===== src/rtl/stp16_meter_scheduler.sv =====
// stp16_meter_scheduler: level/peak-hold bar-graph frame builder and frame scheduler for the stp16cpc26 serializer.
// Ports: clk, reset (async, active-high); l_valid/l_level, r_valid/r_level level strobes (clamped to 16);
//        o_valid/o_ready frame handshake, data = {right bar, left bar}; tick = timebase pulse.
module stp16_meter_scheduler #(
  parameter int TICK_DIV      = 65536,
  parameter int HOLD_TICKS    = 32,
  parameter int REFRESH_TICKS = 64
) (
  input  logic        clk,
  input  logic        reset,
  input  logic        l_valid,
  input  logic [4:0]  l_level,
  input  logic        r_valid,
  input  logic [4:0]  r_level,
  output logic        o_valid,
  input  logic        o_ready,
  output logic [31:0] data,
  output logic        tick
);
  localparam int TW = $clog2(TICK_DIV);
  localparam int HW = $clog2(HOLD_TICKS + 1);
  localparam int RW = REFRESH_TICKS > 1 ? $clog2(REFRESH_TICKS) : 1;
  localparam logic IDLE = 1'b0;
  localparam logic SEND = 1'b1;
  logic [TW-1:0] tick_cnt;
  logic [RW-1:0] refresh_cnt;
  logic          refresh_pending;
  logic          refresh_wrap;
  logic          state;
  logic [31:0]   frame;
  logic [31:0]   sent_frame;
  assign tick         = tick_cnt == TW'(TICK_DIV - 1);
  assign refresh_wrap = tick && refresh_cnt == RW'(REFRESH_TICKS - 1);
  always_ff @(posedge clk or posedge reset)
    if (reset) tick_cnt <= '0;
    else tick_cnt <= tick ? '0 : tick_cnt + 1'b1;
  for (genvar c = 0; c < 2; c++) begin : g_ch
    logic          vld;
    logic [4:0]    lin;
    logic [4:0]    v;
    logic [4:0]    level;
    logic [4:0]    peak;
    logic [4:0]    next_level;
    logic [HW-1:0] hold_cnt;
    assign vld        = c ? r_valid : l_valid;
    assign lin        = c ? r_level : l_level;
    assign v          = lin > 5'd16 ? 5'd16 : lin;
    // decay compares against the level being written this cycle so peak never drops below it
    assign next_level = vld ? v : level;
    always_ff @(posedge clk or posedge reset)
      if (reset) begin
        level    <= '0;
        peak     <= '0;
        hold_cnt <= '0;
      end else begin
        if (vld) level <= v;
        if (vld && v >= peak) begin
          peak     <= v;
          hold_cnt <= HW'(HOLD_TICKS);
        end else if (tick) begin
          if (hold_cnt != '0) hold_cnt <= hold_cnt - 1'b1;
          else if (peak > next_level) peak <= peak - 1'b1;
        end
      end
    // thermometer bar for the level, plus a single bit at peak-1 (empty when peak is 0)
    assign frame[16*c +: 16] = 16'(((17'd1 << level) - 17'd1) | ((17'd1 << peak) >> 1));
  end
  always_ff @(posedge clk or posedge reset)
    if (reset) begin
      state           <= IDLE;
      o_valid         <= 1'b0;
      data            <= '0;
      sent_frame      <= '0;
      refresh_pending <= 1'b1;
      refresh_cnt     <= '0;
    end else begin
      if (tick) refresh_cnt <= refresh_wrap ? '0 : refresh_cnt + 1'b1;
      refresh_pending <= refresh_wrap || (refresh_pending && !(o_valid && o_ready));
      if (state == IDLE) begin
        if (frame != sent_frame || refresh_pending) begin
          data    <= frame;
          o_valid <= 1'b1;
          state   <= SEND;
        end
      end else if (o_ready) begin
        o_valid    <= 1'b0;
        sent_frame <= data;
        state      <= IDLE;
      end
    end
endmodule


===== config.mk =====
export PLATFORM = sky130hd
export DESIGN_NAME = stp16_meter_scheduler
export DESIGN_NICKNAME = d
export VERILOG_FILES = /design/src/rtl/stp16_meter_scheduler.sv
export SDC_FILE = /design/constraint.sdc
export NUM_CORES = 1
export LEC_CHECK = 0
export BUFFER_PORTS_ARGS = -buffer_cell sky130_fd_sc_hd__buf_4
export CORE_MARGIN = 2
export CORE_UTILIZATION = 55
export DETAILED_ROUTE_END_ITERATION = 7
export PLACE_DENSITY = 0.73
export SLEW_MARGIN = 20
export SYNTH_ARGS = -nofsm -noshare
export SYNTH_HDL_FRONTEND = slang
export SYNTH_SLANG_ARGS = --single-unit

===== constraint.sdc =====
create_clock -name clk -period 10.8 [get_ports clk]
set_input_delay 1.62 -clock clk [delete_from_list [all_inputs] [get_ports clk]]
set_output_delay 1.62 -clock clk [all_outputs]
set_load 0.02 [all_outputs]

==> flow_metrics.tcl <==
set metrics [dict create \
    outcome "finished, final reports clean" \
    hold_class "reg -> reg" \
    arrival_ps 3220 \
    start_util 0.5633 \
    clock_latency_ps 420 \
    grt_pass1_vias 6160 \
    clkPwrFrac 0.317 \
    crit_path_end_kind "primary output" \
    critPathMaxFanout 13 \
    vias_per_cell 6.160 \
    maxCapViolCount 0 \
    synth-seq-area-share 0.4044 \
    power_density_mw_per_mm2 229.6 \
    cts-resized-gates 0 \
    wl_met2_um 9060 \
    port_buffers 48 \
    nFillCells 1087 \
    vias 6148 \
    io_pins 49 \
    ir_worst_vdd_uv 159.2 \
    dp_cells 966 \
    worstSetupPathType "reg -> out" \
    hold_viol_final 0 \
    cp.required_ps 9180 \
    dieArea_sq_mm 0.01457 \
    grt-ovfl-total 0 \
    internal-power_mw 1.269 \
    final_net_count 862 \
    timing.fmax_mhz 206.4 \
    startpoint_type "flip-flop" \
    ant_nets 0 \
    hpwlAfterDp_um 13640 \
    p_sw_mw 0.7036 \
    ys_ff_latch 121 \
    area_growth_pct 14.75 \
    clock_sinks 121 \
    final_cells 998 \
    track_usage 0.2777 \
    tns_ps 0 \
    core_area_sq_mm 0.01330 \
    synthFlopType "dfrtp_1" \
    htreeDepth 4 \
    drive_gt1_frac 0.1582 \
    relSlewSlack 0.3257 \
    clkTransAtPathRegs_ps 60 \
    synth_area_sq_mm 0.007490 \
    cts-root-buf "clkbuf_16" \
    drt_pass1_iterations 6 \
    synth_edf_count 0 \
    fin_crit_sh 0.4485 \
    drc 0 \
    tightest_slew_ps 1002 \
    drt_wl_total_um 19070 \
    max-clock-path-buffers 2 \
    setup_viol 0 \
    dr.max_layer_used "met4" \
    maxSlewViolCount 0 \
    p_sw_frac 0.3566 \
    p_comb_frac 0.328 \
    routed-wl-met3_um 1148 \
    wire_per_inst_um 19.11 \
    diodes 0 \
    dieWidth_um 120.7 \
    wl_met1_um 8455 \
    rows 42 \
    seqPwrFrac 0.355 \
    antenna_found_initial 0 \
    cts_setup_buffers 0 \
    rsz0062_at_grt "no" \
    yosys.cell_types.count 66 \
    globalplace.congestion 0.9138 \
    grt_pass1_wl_um 31630 \
    die_h_um 120.7 \
    cts_hold_buf 0 \
    cts_made_buffers 17 \
    async_flop_share 1.000 \
    fin_crit_ps 4844 \
    total_leakage_power_nw 3.872 \
    cts_tree "built" \
    avgSynthCellArea_sq_um 9.652 \
    clock_skew_ps 8.407 \
    syn-num-nets 829 \
    synth_warnings 0 \
    grt_max_degree 65 \
    syn_inst 776 \
    drt_iter0_drc 566 \
]
-- Yosys cell counts (8+ instances only) --
| cell | count | area [sq um] |
|---|---|---|
| dfrtp_1 | 120 | 3003 |
| inv_1 | 57 | 214.0 |
| nand2_1 | 56 | 210.2 |
| ha_1 | 38 | 475.5 |
| o21ai_0 | 37 | 185.2 |
| nor2_1 | 35 | 131.4 |
| clkbuf_1 | 32 | 120.1 |
| nand3_1 | 30 | 150.1 |
| mux2_2 | 28 | 315.3 |
| mux2i_1 | 27 | 270.3 |
| xnor2_1 | 27 | 236.5 |
| nand4_1 | 18 | 112.6 |
| a21oi_1 | 17 | 85.08 |
| nor3_1 | 17 | 85.08 |
| nor2b_1 | 15 | 93.84 |
| and3_1 | 14 | 87.58 |
| o21a_1 | 14 | 105.1 |
| xor2_1 | 13 | 113.9 |
| or3_1 | 12 | 75.07 |
| mux2_1 | 10 | 112.6 |
| nor4_1 | 10 | 62.56 |
| and2_1 | 9 | 56.30 |
| o31ai_1 | 8 | 60.06 |
-- final timing paths --
| kind | cells after the start | to | startpoint | slack [ps] |
|---|---|---|---|---|
| max | 6 | tick | tick_cnt[0] | 5960 |
| min | 1 | tick_cnt[14] | tick_cnt[14] | 480 |
| max reg2reg | 11 | data[29] | g_ch[0].level[2] | 6420 |
| min reg2reg | 1 | tick_cnt[14] | tick_cnt[14] | 480 |
| max in group asynchronous | 3 | data[10] | reset | 8150 |
| min in group asynchronous | 2 | g_ch[1].hold_cnt[1] | reset | 1320 |
-- power by group through the flow --
stage	sequential, mW	combinational (mW)	clock, mW
floorplan	0.668	0.454	0
global placement	0.693	0.625	0
detailed placement	0.701	0.641	0
CTS	0.695	0.647	0.633
global route	0.716	0.715	0.654
finish	0.700	0.648	0.625
-- flip-flops by register name, indices dropped and copies added (netlist names) --
signal,cells
g_ch.level,10
refresh_pending,1
state,1
o_valid,1
sent_frame,32
g_ch.peak,10
refresh_cnt,6
g_ch.hold_cnt,12
data,32
tick_cnt,16
-- cell type report --
| type | count | area [sq um] | area share |
|---|---|---|---|
| inverter | 57 | 216.5 | 0.02519 |
| clock buffer | 23 | 467.9 | 0.05445 |
| multi-input combinational | 561 | 4105 | 0.4777 |
| timing repair buffer | 51 | 382.9 | 0.04455 |
| sequential | 121 | 3029 | 0.3525 |
| tap | 176 | 220.2 | 0.02562 |
| clock inverter | 9 | 172.7 | 0.02009 |
-- metrics by stage --
step	hold WS, ps	utilization	cell area, sq um	power [mW]	worst slack, ps
finish	480.5	0.6464	8594	1.973	5956
global route	506.1	0.6464	8594	2.085	5749
CTS	480.5	0.6464	8594	1.975	5971
detailed placement	469.6	0.5983	7954	1.342	6447
global placement	455.9	0.5983	7954	1.318	6526
floorplan	438.8	-	7490	1.123	5967
-- worst max-delay path, cell delays in order (launching register included) --
cell	delay [ps]
dfrtp_1	390
ha_1	200
nand3_1	210
nor4_1	900
nand2_1	440
inv_1	440
buf_4	220
-- layer usage --
metal | vias to the layer above | GRT usage
met5 | - | 0
met3 | 41 | 0.05660
li1 | 2877 | -
met2 | 204 | 0.4403
met1 | 3026 | 0.3781
met4 | 0 | 0.1003
-- cells in the final DEF, fill, tap and decap left out, types with 5 or more instances in the layout --
cell       synthesis  routed
buf_4              2      51
mux2i_1           27      27
nand4_1           18      18
o31ai_1            8       8
mux2_1            10      10
nand2_1           56      56
ha_1              38      38
dfrtp_1          120     120
nor3_1            17      17
a21o_1             6       6
nand4bb_1          5       5
o21a_1            14      14
nand2b_1           7       7
nor4bb_1           6       6
mux2_2            28      28
o21ai_0           37      37
o211ai_1           5       5
nor4_1            10      10
and3_1            14      14
nand3_1           30      30
or4_1              7       7
nor2b_1           15      15
or2_2              7       7
or3_1             12      12
bufinv_16          0       5
clkbuf_16          0      17
xor2_1            13      13
a211oi_1           5       5
and2_1             9       9
and4_1             5       5
nor2_1            35      35
inv_1             57      56
nand4b_1           5       5
a21oi_1           17      17
nor4b_1            7       7
xnor2_1           27      27
-- kinds of logic (layout without fill, tap and decap cells) --
kind of cell               Yosys count  after routing  share of synthesized area
adders and majority gates           38             38                    0.06348
buffers and inverters               94            140                    0.04945
xor gates and xnor gates            40             40                    0.04678
AOI/OAI and AO/OA                  138            138                     0.1251
DFF                                121            121                     0.4044
muxes                               69             69                     0.1012
and+or+nand+nor                    276            276                     0.2095
(Power assumes the default switching activity.)
